<file path="config.mk">
export PLATFORM = sky130hd
export DESIGN_NAME = fetch_stage_risc_v
export DESIGN_NICKNAME = d
export VERILOG_FILES = /design/src/rtl/riscv_pkg.sv /design/src/rtl/fetch_buffer_risc_v.sv /design/src/rtl/fetch_stage_risc_v.sv
export SDC_FILE = /design/constraint.sdc
export NUM_CORES = 1
export LEC_CHECK = 0
export ABC_AREA = 1
export BUFFER_PORTS_ARGS = -buffer_cell sky130_fd_sc_hd__buf_2
export CORE_AREA = 2 2 159 161
export CTS_BUF_LIST = sky130_fd_sc_hd__clkbuf_16
export CTS_CLUSTER_SIZE = 20
export DETAILED_ROUTE_END_ITERATION = 10
export DIE_AREA = 0 0 161 163
export GPL_TIMING_DRIVEN = 0
export HOLD_SLACK_MARGIN = 0.08
export PLACE_DENSITY = 0.84
export SLEW_MARGIN = 20
export SYNTH_ARGS = -nofsm -noshare
export SYNTH_HDL_FRONTEND = slang
export SYNTH_SLANG_ARGS = --single-unit
</file>
<file path="constraint.sdc">
create_clock -name clk -period 4.2 [get_ports clk]
set_input_delay 0.84 -clock clk [delete_from_list [all_inputs] [get_ports clk]]
set_output_delay 0.84 -clock clk [all_outputs]
set_load 0.1 [all_outputs]
</file>
<file path="src/rtl/riscv_pkg.sv">
// Shared RISC-V constants for the fetch stage, main decoder and immediate extender.
package riscv_pkg;

  localparam int XLEN = 32;
  localparam logic [XLEN-1:0] NOP_INSTR = 32'h0000_0013;
  localparam logic [XLEN-1:0] RESET_PC_DEFAULT = 32'h0000_0000;
  localparam int DROP_W = 8;

  typedef enum logic [6:0] {
    OP_LOAD   = 7'b0000011,
    OP_IMM    = 7'b0010011,
    OP_AUIPC  = 7'b0010111,
    OP_STORE  = 7'b0100011,
    OP_REG    = 7'b0110011,
    OP_LUI    = 7'b0110111,
    OP_BRANCH = 7'b1100011,
    OP_JALR   = 7'b1100111,
    OP_JAL    = 7'b1101111
  } opcode_e;

  function automatic logic [XLEN-1:0] align_pc(input logic [XLEN-1:0] pc);
    return pc & ~XLEN'(3);
  endfunction

endpackage

</file>
<file path="src/rtl/fetch_buffer_risc_v.sv">
// Ring of fetch slots {pc, instr, filled}: slots are reserved at request accept,
// filled in order by memory responses and popped in order into the IF/ID register.
module fetch_buffer_risc_v
  import riscv_pkg::*;
#(
  parameter int DEPTH = 2,
  localparam int PW = $clog2(DEPTH),
  localparam int CW = PW + 1
) (
  input  logic            clk,
  input  logic            reset,
  input  logic            flush,
  input  logic            alloc,
  input  logic [XLEN-1:0] alloc_pc,
  input  logic            fill,
  input  logic [XLEN-1:0] fill_data,
  input  logic            pop,
  output logic            head_filled,
  output logic [XLEN-1:0] head_pc,
  output logic [XLEN-1:0] head_instr,
  output logic [CW-1:0]   used,
  output logic [CW-1:0]   unfilled
);

  logic [XLEN-1:0]  pc_q    [DEPTH];
  logic [XLEN-1:0]  instr_q [DEPTH];
  logic [DEPTH-1:0] filled_q;
  logic [PW-1:0]    alloc_ptr;
  logic [PW-1:0]    fill_ptr;
  logic [PW-1:0]    pop_ptr;
  logic             fill_ok;

  assign fill_ok     = fill && (unfilled != '0);
  assign head_filled = (used != '0) && filled_q[pop_ptr];
  assign head_pc     = pc_q[pop_ptr];
  assign head_instr  = instr_q[pop_ptr];

  // A slot being popped may be re-reserved in the same cycle; fill never targets it.
  always_ff @(posedge clk) begin
    if (reset || flush) begin
      alloc_ptr <= '0;
      fill_ptr  <= '0;
      pop_ptr   <= '0;
      filled_q  <= '0;
      used      <= '0;
      unfilled  <= '0;
    end else begin
      if (alloc) begin
        alloc_ptr           <= alloc_ptr + PW'(1);
        filled_q[alloc_ptr] <= 1'b0;
      end
      if (fill_ok) begin
        fill_ptr           <= fill_ptr + PW'(1);
        filled_q[fill_ptr] <= 1'b1;
      end
      if (pop)
        pop_ptr <= pop_ptr + PW'(1);
      used     <= used + CW'(alloc) - CW'(pop);
      unfilled <= unfilled + CW'(alloc) - CW'(fill_ok);
    end
  end

  always_ff @(posedge clk) begin
    if (alloc)
      pc_q[alloc_ptr] <= alloc_pc;
    if (fill_ok)
      instr_q[fill_ptr] <= fill_data;
  end

endmodule

</file>
<file path="src/rtl/fetch_stage_risc_v.sv">
// Instruction fetch stage plus IF/ID register: in-order imem requests, fetch buffer,
// decode stall handling and EX redirects that discard wrong-path responses.
module fetch_stage_risc_v
  import riscv_pkg::*;
#(
  parameter logic [31:0] RESET_PC   = RESET_PC_DEFAULT,
  parameter int          FIFO_DEPTH = 2
) (
  input  logic        clk,
  input  logic        reset,
  output logic        ImemReqValid,
  input  logic        ImemReqReady,
  output logic [31:0] ImemAddr,
  input  logic        ImemRspValid,
  input  logic [31:0] ImemRspData,
  input  logic        PCSrcE,
  input  logic [31:0] PCTargetE,
  input  logic        StallD,
  output logic        ValidD,
  output logic [31:0] InstrD,
  output logic [31:0] PCD,
  output logic [31:0] PCPlus4D
);

  localparam int CW = $clog2(FIFO_DEPTH) + 1;

  logic [31:0]       pcf;
  logic [DROP_W-1:0] drop_cnt;
  logic [CW-1:0]     used;
  logic [CW-1:0]     unfilled;
  logic              head_filled;
  logic [31:0]       head_pc;
  logic [31:0]       head_instr;
  logic              pop;
  logic              accept;
  logic              fill;

  // A slot popped this cycle is already free, so a full buffer can still stream.
  assign pop          = !PCSrcE && !StallD && head_filled;
  assign ImemReqValid = !reset && !PCSrcE && ((used - CW'(pop)) < CW'(FIFO_DEPTH));
  assign accept       = ImemReqValid && ImemReqReady;
  assign fill         = ImemRspValid && (drop_cnt == '0);
  assign ImemAddr     = pcf;

  fetch_buffer_risc_v #(
    .DEPTH (FIFO_DEPTH)
  ) u_buffer (
    .clk         (clk),
    .reset       (reset),
    .flush       (PCSrcE),
    .alloc       (accept),
    .alloc_pc    (pcf),
    .fill        (fill),
    .fill_data   (ImemRspData),
    .pop         (pop),
    .head_filled (head_filled),
    .head_pc     (head_pc),
    .head_instr  (head_instr),
    .used        (used),
    .unfilled    (unfilled)
  );

  // On redirect every response still owed by memory becomes wrong-path and is dropped.
  always_ff @(posedge clk) begin
    if (reset) begin
      pcf      <= RESET_PC;
      drop_cnt <= '0;
    end else begin
      if (ImemRspValid)
        assert (drop_cnt != '0 || unfilled != '0);
      if (PCSrcE) begin
        pcf      <= align_pc(PCTargetE);
        drop_cnt <= drop_cnt + DROP_W'(unfilled) - DROP_W'(ImemRspValid);
      end else begin
        if (accept)
          pcf <= pcf + 32'd4;
        if (ImemRspValid && !fill)
          drop_cnt <= drop_cnt - DROP_W'(1);
      end
    end
  end

  always_ff @(posedge clk) begin
    if (reset) begin
      ValidD   <= 1'b0;
      InstrD   <= NOP_INSTR;
      PCD      <= '0;
      PCPlus4D <= '0;
    end else if (PCSrcE) begin
      ValidD <= 1'b0;
      InstrD <= NOP_INSTR;
    end else if (!StallD) begin
      if (head_filled) begin
        ValidD   <= 1'b1;
        InstrD   <= head_instr;
        PCD      <= head_pc;
        PCPlus4D <= head_pc + 32'd4;
      end else begin
        ValidD <= 1'b0;
        InstrD <= NOP_INSTR;
      end
    end
  end

endmodule

</file>
==> metrics.txt, run 1 <==
# TYPE chip_impl_metric gauge
chip_impl_info{name="status",value="finished clean"} 1
chip_impl_info{name="ys_top_cells_by_area",value="edfxtp_1 (31%), dfxtp_1 (23%), nand2_1 (15%)"} 1
chip_impl_metric{name="synth_edf_count",unit=""} 124
chip_impl_metric{name="cts.path.max_buffers",unit=""} 3
chip_impl_metric{name="yosys_register_bits",unit=""} 265
chip_impl_metric{name="worst_hold_path.num_cells",unit=""} 2
chip_impl_metric{name="cp.buffers_inverters",unit=""} 4
chip_impl_metric{name="total_switching_power",unit="µW"} 1553
chip_impl_metric{name="io_buffer_count",unit=""} 189
chip_impl_metric{name="postRouteWirelength",unit="µm"} 33780
chip_impl_metric{name="cts.repair_timing.setup_buffer_count",unit=""} 0
chip_impl_metric{name="internal_power",unit="µW"} 4243
chip_impl_metric{name="via_count_of_the_first_global_routing_pass",unit=""} 10220
chip_impl_metric{name="power_per_cell_area",unit="mW/mm²"} 403.5
chip_impl_info{name="cts_tree",value="done"} 1
chip_impl_info{name="top_family_by_delay_on_critical_path",value="buffers and inverters"} 1
chip_impl_metric{name="avgRoutedWirePerCell",unit="µm"} 16.62
chip_impl_metric{name="grt_pass1_wl",unit="µm"} 52270
chip_impl_info{name="crit_slowest_cell",value="buf_2"} 1
chip_impl_metric{name="finalSetupViolations",unit=""} 0
chip_impl_metric{name="syn_avg_cell_area",unit="µm²"} 8.290
chip_impl_info{name="cts.root.buffer_cell",value="clkbuf_16"} 1
chip_impl_metric{name="htreeDepth",unit=""} 1
chip_impl_metric{name="timing.hold.ws",unit="ns"} 0.4651
chip_impl_info{name="worst_setup_path_start_kind",value="primary input"} 1
chip_impl_metric{name="preCtsSetupSlack",unit="ns"} -0.04168
chip_impl_info{name="synth.largest_area_cell",value="edfxtp_1"} 1
chip_impl_metric{name="r2r.worst_path.cells",unit=""} 13
chip_impl_info{name="hold-path-endpoint",value="InstrD[24]$_SDFFE_PP0N_"} 1
chip_impl_metric{name="worst_skew_pair.late_latency",unit="ns"} 0.54
chip_impl_metric{name="numCtsBuffers",unit=""} 26
chip_impl_metric{name="die_height",unit="µm"} 163
chip_impl_metric{name="crit_required",unit="ns"} 3.36
chip_impl_metric{name="fin_cells",unit=""} 2032
chip_impl_metric{name="dp_hpwl",unit="µm"} 24740
chip_impl_info{name="timing_worst_setup_path_type",value="in2out"} 1
chip_impl_metric{name="fin_tns_setup",unit="ns"} 0
chip_impl_metric{name="synthDominantCellAreaShare",unit=""} 0.3089
chip_impl_metric{name="critical_path_peak_fanout",unit=""} 19
chip_impl_metric{name="swShare",unit=""} 0.2679
chip_impl_info{name="commonest_register_cell_after_synthesis",value="dfxtp_1"} 1
chip_impl_metric{name="cap_viol_max_count",unit=""} 0
chip_impl_metric{name="floorplan.initialDensity",unit=""} 0.4885
chip_impl_metric{name="finalWorstPathRequiredPeriod",unit="ns"} 3.735
chip_impl_metric{name="place.gp.congestion",unit=""} 0.9301
chip_impl_metric{name="synthToLayoutAreaGrowth",unit="%"} 19.16
chip_impl_metric{name="design.final.nets",unit=""} 1773
chip_impl_metric{name="cts_num_sinks",unit=""} 265
chip_impl_metric{name="floorplan.core_area",unit="mm²"} 0.02467
chip_impl_metric{name="yosysUniqueCellTypes",unit=""} 43
chip_impl_metric{name="ys_seq_area_frac",unit=""} 0.5431
chip_impl_metric{name="numPlacedInstances",unit=""} 1981
chip_impl_metric{name="pwr-share-seq",unit=""} 0.484
chip_impl_metric{name="p_leak",unit="µW"} 0.006297
chip_impl_info{name="setup_repair_after_global_routing_missed_its_margin",value="false"} 1
chip_impl_info{name="holdCritPathClass",value="reg2reg"} 1
chip_impl_metric{name="worst-r2r-setup-slack",unit="ns"} 1.02
chip_impl_info{name="path_cells",value="clkbuf_1, nor2_1, nand2_1, inv_2, ha_1, xnor2_1, inv_1, nor2_1, buf_2"} 1
chip_impl_metric{name="share_of_layout_cells_above_drive_strength_1",unit=""} 0.1802
chip_impl_info{name="worst_setup_path_end_kind",value="primary output"} 1
chip_impl_metric{name="route.vias.total",unit=""} 10790
chip_impl_metric{name="drtPass1Iterations",unit=""} 5
chip_impl_metric{name="max_freq",unit="GHz"} 0.2677
chip_impl_metric{name="die-area",unit="mm²"} 0.02624
chip_impl_info{name="cp_common_cell",value="nor2_1"} 1
chip_impl_metric{name="worst_clock_skew",unit="ns"} 0.01243
chip_impl_metric{name="die_w",unit="µm"} 161
chip_impl_metric{name="worst_pin_slew",unit="ns"} 0.7521
chip_impl_metric{name="final_max_tran_viols",unit=""} 0
chip_impl_metric{name="synthCells",unit=""} 1454
chip_impl_metric{name="global_route.usage.total",unit=""} 0.2526
chip_impl_metric{name="cts_resized",unit=""} 0
chip_impl_metric{name="synth-async-reset-ratio",unit=""} 0
chip_impl_info{name="synthMostInstantiatedCell",value="nand2_1"} 1
chip_impl_metric{name="number_of_antenna_violations_at_the_first_check_in_global_routing",unit=""} 9
chip_impl_metric{name="clkPwrFrac",unit=""} 0.391
chip_impl_info{name="regToRegStartpoint",value="u_buffer.pop_ptr$_SDFFE_PP0N_"} 1
chip_impl_metric{name="remaining_routing_drc_violations",unit=""} 0
chip_impl_metric{name="cp.arrival",unit="ns"} 2.90
chip_impl_metric{name="grt.overflow.total",unit=""} 0
chip_impl_metric{name="period_share",unit=""} 0.8893
chip_impl_metric{name="floorplan.io_pins",unit=""} 200
chip_impl_info{name="post_synth_most_frequent_cells",value="nand2_1 (497), dfxtp_1 (141), edfxtp_1 (124), inv_1 (122), nor2_1 (117)"} 1
chip_impl_metric{name="yosys_warnings",unit=""} 0
chip_impl_metric{name="grt_start_max_net_pins",unit=""} 34
chip_impl_metric{name="timing.slew.headroom",unit=""} 0.4986
chip_impl_metric{name="first_drt_iteration_drcs",unit=""} 841
chip_impl_metric{name="critical_path.max_stage_delay",unit="ns"} 0.46
chip_impl_metric{name="hold_viol_final",unit=""} 0
chip_impl_metric{name="vias_per_cell",unit=""} 5.311
chip_impl_metric{name="placementRows",unit=""} 58
chip_impl_metric{name="final_area",unit="mm²"} 0.01436
chip_impl_metric{name="cts.clk_slew.worst_paths",unit="ns"} 0.06
chip_impl_metric{name="drt.antenna.violating_nets",unit=""} 0
chip_impl_metric{name="holdBufCountCts",unit=""} 0
chip_impl_metric{name="combinationalPowerShare",unit=""} 0.125
chip_impl_metric{name="setup_slack",unit="ns"} 0.4650
chip_impl_metric{name="vdd_drop_max",unit="µV"} 357.6
chip_impl_info{name="r2r_end",value="u_buffer.unfilled[1]$_SDFF_PP0_"} 1
chip_impl_metric{name="dpl-instance-area",unit="mm²"} 0.01353
chip_impl_info{name="worstHoldStart",value="InstrD[24]$_SDFFE_PP0N_"} 1
chip_impl_metric{name="post_synth_instance_area",unit="mm²"} 0.01205
-- layout make-up --
class,count,area [µm²]
Clock buffer,27,675.6
Sequential cell,265,6546
Clock inverter,21,152.6
Inverter,125,474.2
Fill cell,2149,10310
Buffer,62,327.8
Antenna cell,4,10.01
Timing Repair Buffer,192,1021
Multi-Input combinational cell,1006,4743
Tap cell,330,412.9
-- worst register-to-register path, cell delays in order, from the launching register on --
cell and delay, ns:
dfxtp_1 0.36, nand2_1 0.08, a21oi_1 0.14, nand2_1 0.18
inv_2 0.37, ha_1 0.24, xnor2_1 0.19, nand3_1 0.27
clkinv_1 0.27, buf_2 0.33, ha_1 0.22, xnor2_1 0.07
or2_2 0.27, a21oi_1 0.13
-- layout by cell type (no fill, tap or decap), drive strengths merged --
master,Yosys,routed
nor3,10,10
conb,1,6
nand3b,1,1
a21oi,98,98
a31oi,16,16
buf,27,218
edfxtp,124,124
inv,123,128
a22oi,1,1
a21boi,1,1
bufinv,0,2
and3,1,1
o21bai,8,8
a21o,1,1
fa,1,1
xor2,14,14
and2,1,1
or2,4,4
diode,0,4
dfxtp,141,141
clkbuf,36,63
nand3,75,75
o22ai,1,1
nand4,6,6
xnor2,9,9
clkinv,2,15
nand2,519,519
o221ai,1,1
clkinvlp,0,1
o21a,4,4
o21ai,62,62
nor2,137,137
ha,24,24
o211ai,5,5
-- state kept, by name (all words and copies together) (netlist names), named ones only --
register	count
u_buffer.used	2
u_buffer.pop_ptr	1
u_buffer.filled_q	2
u_buffer.pc_q	60
u_buffer.fill_ptr	1
ImemAddr	30
InstrD	32
PCD	30
u_buffer.unfilled	2
u_buffer.alloc_ptr	1
u_buffer.instr_q	64
ValidD	1
drop_cnt	8
PCPlus4D	30
-- per-layer routing --
metal,global-route usage,vias up,part of all wire
met4,0.1144,10,0.043
met3,0.06723,113,0.10
li1,-,5147,-
met1,0.2948,4971,0.38
met5,0,-,0.0020
met2,0.4372,550,0.47
-- logic make-up (layout without fill, tap and decap cells) --
logic type	Yosys count	after routing	synth area share
other	1	10	0.0003111
xor gates and xnor gates	23	23	0.01671
adders and majority gates	25	25	0.02657
AOI/OAI and AO/OA	198	198	0.08844
DFF	265	265	0.5431
and+or+nand+nor	754	754	0.2580
buffers and inverters	188	427	0.06685
-- worst max path at each step --
stage	startpoint	to	slack, ns	depth (start not counted)
floorplan	StallD	ImemReqValid	0.09	9
global placement	PCSrcE	u_buffer.pc_q[0][23]$_DFFE_PP_	-1.25	11
detailed placement	PCSrcE	u_buffer.unfilled[1]$_SDFF_PP0_	-0.04	15
CTS	PCSrcE	ImemReqValid	0.07	11
global route	StallD	ImemReqValid	0.31	9
finish	StallD	ImemReqValid	0.46	9
-- through the flow --
| step | utilization | power [µW] |
|---|---|---|
| after floorplan | - | 3378 |
| after global placement | 0.5444 | 3551 |
| after detailed placement | 0.5483 | 3573 |
| after CTS | 0.5819 | 5811 |
| after global routing | 0.5817 | 5993 |
| final | 0.5822 | 5796 |
-- power by group through the flow --
| stage | clock network (µW) | logic (µW) | registers, µW |
|---|---|---|---|
| after floorplan | 0 | 409 | 2970 |
| after global placement | 0 | 693 | 2860 |
| after detailed placement | 0 | 712 | 2860 |
| after CTS | 2290 | 717 | 2800 |
| after global routing | 2380 | 799 | 2810 |
| final | 2270 | 723 | 2810 |
(Power assumes the default switching activity.)
==> run 2, diff against run 1 <==
--- a/config.mk
+++ b/config.mk
@@ -14,7 +14,7 @@
 export DIE_AREA = 0 0 161 163
 export GPL_TIMING_DRIVEN = 0
 export HOLD_SLACK_MARGIN = 0.08
-export PLACE_DENSITY = 0.84
+export PLACE_DENSITY = 0.74
 export SLEW_MARGIN = 20
 export SYNTH_ARGS = -nofsm -noshare
 export SYNTH_HDL_FRONTEND = slang
==> metrics.txt, run 2 (same netlist as run 1, synthesis figures left out) <==
# TYPE chip_impl_metric gauge
chip_impl_info{name="status",value="finished clean"} 1
chip_impl_metric{name="grt.overflow.total",unit=""} 0
chip_impl_metric{name="cts_num_sinks",unit=""} 265
chip_impl_info{name="largestRegisters",value="u_buffer.instr_q x64, u_buffer.pc_q x60, InstrD x32"} 1
chip_impl_metric{name="drtPass1Iterations",unit=""} 8
chip_impl_metric{name="cts.path.max_buffers",unit=""} 3
chip_impl_metric{name="critical_path.max_stage_delay",unit="ns"} 0.45
chip_impl_metric{name="grt_start_max_net_pins",unit=""} 34
chip_impl_metric{name="critical_path_peak_fanout",unit=""} 19
chip_impl_metric{name="cp.arrival",unit="ns"} 2.91
chip_impl_metric{name="holdBufCountCts",unit=""} 0
chip_impl_metric{name="numCtsBuffers",unit=""} 27
chip_impl_metric{name="dp_hpwl",unit="µm"} 24560
chip_impl_metric{name="vdd_drop_max",unit="µV"} 369.1
chip_impl_metric{name="place.gp.congestion",unit=""} 0.9447
chip_impl_metric{name="seqCellArea",unit="mm²"} 0.006546
chip_impl_metric{name="die-area",unit="mm²"} 0.02624
chip_impl_metric{name="die_w",unit="µm"} 161
chip_impl_metric{name="global_route.usage.total",unit=""} 0.2503
chip_impl_metric{name="remaining_routing_drc_violations",unit=""} 0
chip_impl_info{name="setup_repair_after_global_routing_missed_its_margin",value="false"} 1
chip_impl_metric{name="cts.clk_slew.worst_paths",unit="ns"} 0.05
chip_impl_metric{name="floorplan.io_pins",unit=""} 200
chip_impl_metric{name="max_freq",unit="GHz"} 0.2665
chip_impl_metric{name="final_max_tran_viols",unit=""} 0
chip_impl_metric{name="vias_per_cell",unit=""} 5.147
chip_impl_metric{name="cp.buffers_inverters",unit=""} 5
chip_impl_metric{name="route.vias.total",unit=""} 10460
chip_impl_info{name="crit_slowest_cell",value="buf_2"} 1
chip_impl_metric{name="period_share",unit=""} 0.8934
chip_impl_info{name="mostFrequentLayoutCells",value="nand2_1 (497), buf_2 (197), dfxtp_1 (141)"} 1
chip_impl_metric{name="p_leak",unit="µW"} 0.006299
chip_impl_info{name="worst_setup_path_start_kind",value="primary input"} 1
chip_impl_metric{name="postRouteWirelength",unit="µm"} 33330
chip_impl_metric{name="worst_pin_slew",unit="ns"} 0.7863
chip_impl_metric{name="via_count_of_the_first_global_routing_pass",unit=""} 9928
chip_impl_metric{name="cap_viol_max_count",unit=""} 0
chip_impl_metric{name="layout.core_utilization",unit=""} 0.5808
chip_impl_info{name="final_common_cell",value="nand2_1"} 1
chip_impl_info{name="top_family_by_delay_on_critical_path",value="buffers and inverters"} 1
chip_impl_metric{name="power_per_cell_area",unit="mW/mm²"} 398.8
chip_impl_metric{name="hold_viol_final",unit=""} 0
chip_impl_metric{name="placementRows",unit=""} 58
chip_impl_info{name="cts_tree",value="done"} 1
chip_impl_metric{name="fin_cells",unit=""} 2032
chip_impl_metric{name="worst_skew_pair.late_latency",unit="ns"} 0.53
chip_impl_metric{name="crit_required",unit="ns"} 3.36
chip_impl_metric{name="avgRoutedWirePerCell",unit="µm"} 16.40
chip_impl_metric{name="design.final.nets",unit=""} 1774
chip_impl_info{name="holdCritPathClass",value="reg2reg"} 1
chip_impl_metric{name="drt.antenna.violating_nets",unit=""} 0
chip_impl_info{name="cts.root.buffer_cell",value="clkbuf_16"} 1
chip_impl_metric{name="finalWorstPathRequiredPeriod",unit="ns"} 3.752
chip_impl_metric{name="numPlacedInstances",unit=""} 1981
chip_impl_metric{name="first_drt_iteration_drcs",unit=""} 910
chip_impl_info{name="timing_worst_setup_path_type",value="in2out"} 1
chip_impl_metric{name="synthToLayoutAreaGrowth",unit="%"} 18.88
chip_impl_metric{name="io_buffer_count",unit=""} 189
chip_impl_metric{name="die_height",unit="µm"} 163
chip_impl_metric{name="grt_pass1_wl",unit="µm"} 51920
chip_impl_info{name="max_flop_register",value="u_buffer.instr_q"} 1
chip_impl_metric{name="timing.slew.headroom",unit=""} 0.4758
chip_impl_info{name="path_cells",value="buf_2, buf_4, nor2_1, nand2_1, inv_2, ha_1, xnor2_1, inv_1, nor2_1, buf_2"} 1
chip_impl_metric{name="finalSetupViolations",unit=""} 0
chip_impl_metric{name="fillerInstances",unit=""} 2198
chip_impl_metric{name="number_of_antenna_violations_at_the_first_check_in_global_routing",unit=""} 8
chip_impl_metric{name="floorplan.initialDensity",unit=""} 0.4885
chip_impl_metric{name="share_of_layout_cells_above_drive_strength_1",unit=""} 0.1789
chip_impl_metric{name="worst_clock_skew",unit="ns"} 0.01262
chip_impl_metric{name="largest_register_ff_count",unit=""} 64
chip_impl_metric{name="floorplan.core_area",unit="mm²"} 0.02467
chip_impl_metric{name="multi_input_comb_area",unit="mm²"} 0.004743
chip_impl_metric{name="htreeDepth",unit=""} 1
chip_impl_info{name="worst_setup_path_end_kind",value="primary output"} 1
-- run 2: cell types whose count changed in the layout (fill, tap and decap cells not counted), sizes merged --
cell and change:
clkinv -2, inv +5, diode -1, clkinvlp -1, bufinv -1
-- run 2: per-stage QoR --
stage | power [µW] | setup slack (ns) | TNS, ns | hold WS (ns) | instance area (µm²)
5_1_grt | 5914 | 0.2568 | 0 | 0.4748 | 14320
3_3_place_gp | 3552 | -1.358 | -80.86 | 0.4418 | 13430
6_report | 5715 | 0.4478 | 0 | 0.4611 | 14330
4_1_cts | 5734 | 0.1041 | 0 | 0.4619 | 14330
3_5_place_dp | 3572 | 0.02366 | 0 | 0.4529 | 13530
2_1_floorplan | 3378 | 0.09419 | 0 | 0.4498 | 12070
-- run 2: where the power goes --
part           switching, µW  internal (µW)
sequential              55.9           2750
clock                    965           1220
combinational            514            206
-- run 2: cell type report --
class                   instances  area share
plain buffers                  62     0.02288
inverters                     125     0.03309
diodes                          3   0.0005239
clock buffers                  27     0.04715
well taps                     330     0.02881
clock inverters                22    0.008469
flip-flops and latches        265      0.4568
multi-input cells            1006      0.3310
repair buffers                192     0.07125
-- run 2: final timing paths --
path | slack, ns | cells past startpoint | end | startpoint
setup / recovery | 0.45 | 10 | ImemReqValid | PCSrcE
hold / removal | 0.46 | 2 | InstrD[5]$_SDFFE_PP0N_ | InstrD[5]$_SDFFE_PP0N_
setup reg to reg | 1.03 | 13 | u_buffer.unfilled[1]$_SDFF_PP0_ | u_buffer.pop_ptr$_SDFFE_PP0N_
hold reg to reg | 0.46 | 2 | InstrD[5]$_SDFFE_PP0N_ | InstrD[5]$_SDFFE_PP0N_
-- run 2: timing repair --
item,CTS,global route
buffers inserted,0,0
endpoints found under the setup margin,0,1
endpoints found under the hold margin,0,0
resized for setup,0,0
-- run 2: metal layers --
metal / wire length, µm / vias to the layer above / track usage
met2: 15600 / 411 / 0.4233
met5: 69 / - / 0
met1: 13650 / 4809 / 0.3146
li1: - / 5158 / -
met3: 2992 / 70 / 0.05959
met4: 1020 / 10 / 0.09010
-- run 2: tightest hold or removal path, cell delays in order (launching register included) --
cell and delay [ns]:
dfxtp_1 0.30, nand2_1 0.06, a21oi_1 0.05
==> run 3, diff against run 2 <==
--- a/config.mk
+++ b/config.mk
@@ -7,15 +7,17 @@
 export LEC_CHECK = 0
 export ABC_AREA = 1
 export BUFFER_PORTS_ARGS = -buffer_cell sky130_fd_sc_hd__buf_2
-export CORE_AREA = 2 2 159 161
+export CORE_AREA = 2 2 163 165
 export CTS_BUF_LIST = sky130_fd_sc_hd__clkbuf_16
 export CTS_CLUSTER_SIZE = 20
 export DETAILED_ROUTE_END_ITERATION = 10
-export DIE_AREA = 0 0 161 163
+export DIE_AREA = 0 0 165 167
 export GPL_TIMING_DRIVEN = 0
 export HOLD_SLACK_MARGIN = 0.08
+export MAX_ROUTING_LAYER = met4
 export PLACE_DENSITY = 0.74
 export SLEW_MARGIN = 20
 export SYNTH_ARGS = -nofsm -noshare
 export SYNTH_HDL_FRONTEND = slang
+export SYNTH_HIERARCHICAL = 1
 export SYNTH_SLANG_ARGS = --single-unit
==> metrics.txt, run 3 <==
# TYPE chip_impl_metric gauge
chip_impl_metric{name="final_max_tran_viols",unit=""} 0
chip_impl_info{name="holdCritPathClass",value="reg2reg"} 1
chip_impl_metric{name="avgRoutedWirePerCell",unit="µm"} 17.18
chip_impl_metric{name="clkPwrFrac",unit=""} 0.403
chip_impl_metric{name="yosysUniqueCellTypes",unit=""} 47
chip_impl_metric{name="synth_edf_count",unit=""} 128
chip_impl_metric{name="die_height",unit="µm"} 167
chip_impl_info{name="cts_tree",value="done"} 1
chip_impl_info{name="synth.largest_area_cell",value="edfxtp_1"} 1
chip_impl_metric{name="critical_path.max_stage_delay",unit="ns"} 0.42
chip_impl_metric{name="setup_slack",unit="ns"} 1.071
chip_impl_metric{name="finalSetupViolations",unit=""} 0
chip_impl_info{name="timing_worst_setup_path_type",value="reg2out"} 1
chip_impl_info{name="top_family_by_delay_on_critical_path",value="buffers and inverters"} 1
chip_impl_metric{name="cts_resized",unit=""} 0
chip_impl_metric{name="cp_depth",unit=""} 7
chip_impl_metric{name="hold_viol_final",unit=""} 0
chip_impl_metric{name="drtPass1Iterations",unit=""} 8
chip_impl_info{name="setup_repair_after_global_routing_missed_its_margin",value="false"} 1
chip_impl_metric{name="first_drt_iteration_drcs",unit=""} 949
chip_impl_metric{name="worst_pin_slew",unit="ns"} 0.8571
chip_impl_info{name="ys_top_cells_by_area",value="edfxtp_1 (30%), dfxtp_1 (22%), nand2_1 (11%)"} 1
chip_impl_metric{name="fin_cells",unit=""} 1995
chip_impl_metric{name="postRouteWirelength",unit="µm"} 34280
chip_impl_metric{name="r2r.worst_path.cells",unit=""} 13
chip_impl_info{name="final_common_cell",value="nand2_1"} 1
chip_impl_metric{name="crit_required",unit="ns"} 3.36
chip_impl_metric{name="route.vias.total",unit=""} 10420
chip_impl_metric{name="via_count_of_the_first_global_routing_pass",unit=""} 10050
chip_impl_info{name="post_synth_most_frequent_cells",value="nand2_1 (373), nor2_1 (156), dfxtp_1 (143), edfxtp_1 (128), inv_1 (124)"} 1
chip_impl_info{name="mostFrequentLayoutCells",value="nand2_1 (373), buf_2 (214), nor2_1 (155)"} 1
chip_impl_metric{name="multi_input_comb_area",unit="mm²"} 0.005207
chip_impl_metric{name="design.final.nets",unit=""} 1730
chip_impl_metric{name="worst_clock_skew",unit="ns"} 0.01320
chip_impl_metric{name="floorplan.core_area",unit="mm²"} 0.02576
chip_impl_metric{name="global_route.usage.total",unit=""} 0.2571
chip_impl_info{name="r2r_end",value="u_buffer/used[1]$_SDFF_PP0_"} 1
chip_impl_metric{name="worst-r2r-setup-slack",unit="ns"} 1.32
chip_impl_metric{name="drt.antenna.violating_nets",unit=""} 0
chip_impl_metric{name="cp.buffers_inverters",unit=""} 2
chip_impl_metric{name="synthDominantCellAreaShare",unit=""} 0.3011
chip_impl_info{name="cts.root.buffer_cell",value="clkbuf_16"} 1
chip_impl_metric{name="placementRows",unit=""} 59
chip_impl_info{name="synthMostInstantiatedCell",value="nand2_1"} 1
chip_impl_info{name="crit_slowest_cell",value="dfxtp_1"} 1
chip_impl_metric{name="cts.clk_slew.worst_paths",unit="ns"} 0.06
chip_impl_metric{name="die_w",unit="µm"} 165
chip_impl_metric{name="yosys_warnings",unit=""} 6
chip_impl_metric{name="ys_seq_area_frac",unit=""} 0.5254
chip_impl_info{name="crit_start",value="u_buffer/used[1]$_SDFF_PP0_"} 1
chip_impl_metric{name="cts.path.max_buffers",unit=""} 3
chip_impl_metric{name="fillerInstances",unit=""} 2248
chip_impl_metric{name="max_freq",unit="GHz"} 0.3196
chip_impl_info{name="commonest_register_cell_after_synthesis",value="dfxtp_1"} 1
chip_impl_info{name="regToRegStartpoint",value="u_buffer/used[1]$_SDFF_PP0_"} 1
chip_impl_metric{name="preCtsSetupSlack",unit="ns"} 0.9906
chip_impl_metric{name="combinationalPowerShare",unit=""} 0.116
chip_impl_metric{name="holdBufCountCts",unit=""} 0
chip_impl_metric{name="htreeDepth",unit=""} 1
chip_impl_metric{name="vias_per_cell",unit=""} 5.223
chip_impl_info{name="worst_setup_path_start_kind",value="flip-flop"} 1
chip_impl_metric{name="swShare",unit=""} 0.2639
chip_impl_metric{name="io_buffer_count",unit=""} 195
chip_impl_metric{name="die-area",unit="mm²"} 0.02756
chip_impl_metric{name="numCtsBuffers",unit=""} 28
chip_impl_info{name="path_cells",value="o22ai_1, a21oi_1, nand3_1, nand2_2, nand3_2, inv_1, buf_2"} 1
chip_impl_metric{name="worst_skew_pair.late_latency",unit="ns"} 0.55
chip_impl_metric{name="critical_path_peak_fanout",unit=""} 5
chip_impl_metric{name="total_switching_power",unit="µW"} 1575
chip_impl_info{name="worstSetupEndpoint",value="ImemReqValid"} 1
chip_impl_metric{name="dp_hpwl",unit="µm"} 25210
chip_impl_metric{name="share_of_layout_cells_above_drive_strength_1",unit=""} 0.2220
chip_impl_metric{name="floorplan.initialDensity",unit=""} 0.4954
chip_impl_metric{name="synthToLayoutAreaGrowth",unit="%"} 18.33
chip_impl_metric{name="remaining_routing_drc_violations",unit=""} 0
chip_impl_metric{name="grt_pass1_wl",unit="µm"} 53550
chip_impl_metric{name="vdd_drop_max",unit="µV"} 330.0
chip_impl_metric{name="grt.overflow.total",unit=""} 0
chip_impl_metric{name="cap_viol_max_count",unit=""} 0
chip_impl_metric{name="cts.repair_timing.setup_buffer_count",unit=""} 0
chip_impl_metric{name="syn_avg_cell_area",unit="µm²"} 9.084
chip_impl_info{name="worst_setup_path_end_kind",value="primary output"} 1
chip_impl_info{name="status",value="finished clean"} 1
chip_impl_metric{name="internal_power",unit="µW"} 4394
chip_impl_metric{name="grt_start_max_net_pins",unit=""} 34
chip_impl_metric{name="seqCellArea",unit="mm²"} 0.006706
chip_impl_metric{name="synth-async-reset-ratio",unit=""} 0
chip_impl_metric{name="p_leak",unit="µW"} 0.006532
chip_impl_metric{name="cts_num_sinks",unit=""} 271
chip_impl_metric{name="cp.arrival",unit="ns"} 2.29
chip_impl_metric{name="finalWorstPathRequiredPeriod",unit="ns"} 3.129
chip_impl_metric{name="power_per_cell_area",unit="mW/mm²"} 395.3
chip_impl_metric{name="period_share",unit=""} 0.7450
chip_impl_metric{name="yosys_register_bits",unit=""} 271
chip_impl_metric{name="number_of_antenna_violations_at_the_first_check_in_global_routing",unit=""} 2
chip_impl_metric{name="place.gp.congestion",unit=""} 0.9362
chip_impl_metric{name="synthCells",unit=""} 1405
chip_impl_metric{name="timing.slew.headroom",unit=""} 0.4286
chip_impl_info{name="largestRegisters",value="u_buffer/instr_q x64, u_buffer/pc_q x64"} 1
chip_impl_metric{name="numPlacedInstances",unit=""} 1941
chip_impl_metric{name="pwr-share-seq",unit=""} 0.482
chip_impl_metric{name="post_synth_instance_area",unit="mm²"} 0.01276
chip_impl_metric{name="floorplan.io_pins",unit=""} 200
-- run 3: cells by family (layout without fill, tap and decap cells) --
kind of cell	count (synthesis)	count (layout)	synth area share
other	1	8	0.0002938
and+or+nand+nor	681	681	0.2238
buffers and inverters	185	433	0.06862
adders and majority gates	24	24	0.02412
xor gates and xnor gates	21	21	0.01441
DFF	271	271	0.5254
muxes	64	64	0.07411
AOI/OAI and AO/OA	158	158	0.06921
-- run 3: layer usage --
metal  up-vias  track usage  wire [µm]
li1       5076            -          -
met1      4883       0.3399      14460
met2       395       0.4087      16360
met3        66      0.03562       2461
met4         0      0.08280        996
met5         -            -          0
-- run 3: power groups by stage --
stage | Sequential (µW) | Clock (µW) | Combinational (µW)
after floorplan | 3030 | 0 | 383
after global placement | 2930 | 0 | 665
after detailed placement | 2930 | 0 | 680
after CTS | 2870 | 2430 | 684
after global routing | 2880 | 2540 | 764
final | 2880 | 2400 | 690
-- run 3: how the worst min path moves through the flow --
stage                                          from                           endpoint  slack (ns)  depth (start not counted)
floorplan           u_buffer/filled_q[1]$_SDFF_PP0_    u_buffer/filled_q[1]$_SDFF_PP0_        0.44                          2
finish                      InstrD[11]$_SDFFE_PP0N_            InstrD[11]$_SDFFE_PP0N_        0.46                          2
CTS                                 ImemRspData[27]  u_buffer/instr_q[1][27]$_DFFE_PP_        0.46                          1
global route                        ImemRspData[11]  u_buffer/instr_q[1][11]$_DFFE_PP_        0.47                          1
global placement           PCPlus4D[2]$_SDFFE_PP0N_           PCPlus4D[2]$_SDFFE_PP0N_        0.45                          2
detailed placement             PCD[11]$_SDFFE_PP0N_               PCD[11]$_SDFFE_PP0N_        0.45                          2
-- run 3: tightest hold or removal path: stages, from the launching register on --
cell     delay, ns
dfxtp_1       0.31
nand2_1       0.06
a21oi_1       0.05
-- run 3: through the flow --
step | total power, µW | area, µm² | TNS [ns] | util | hold WS (ns)
after floorplan | 3416 | 12780 | 0 | - | 0.4436
after global placement | 3594 | 14180 | -9.122 | 0.5503 | 0.4506
after detailed placement | 3612 | 14200 | 0 | 0.5514 | 0.4508
after CTS | 5988 | 15100 | 0 | 0.5860 | 0.4582
after global routing | 6191 | 15100 | 0 | 0.5862 | 0.4678
final | 5970 | 15100 | 0 | 0.5862 | 0.4642
-- run 3: final cells by class --
class | count | share of cell area
antenna | 2 | 0.0003314
tap | 335 | 0.02775
multi-input combinational | 954 | 0.3448
clock buffer | 29 | 0.04805
timing repair buffer | 196 | 0.06594
buffer | 57 | 0.02618
clock inverter | 23 | 0.01110
inverter | 128 | 0.03181
sequential | 271 | 0.4440
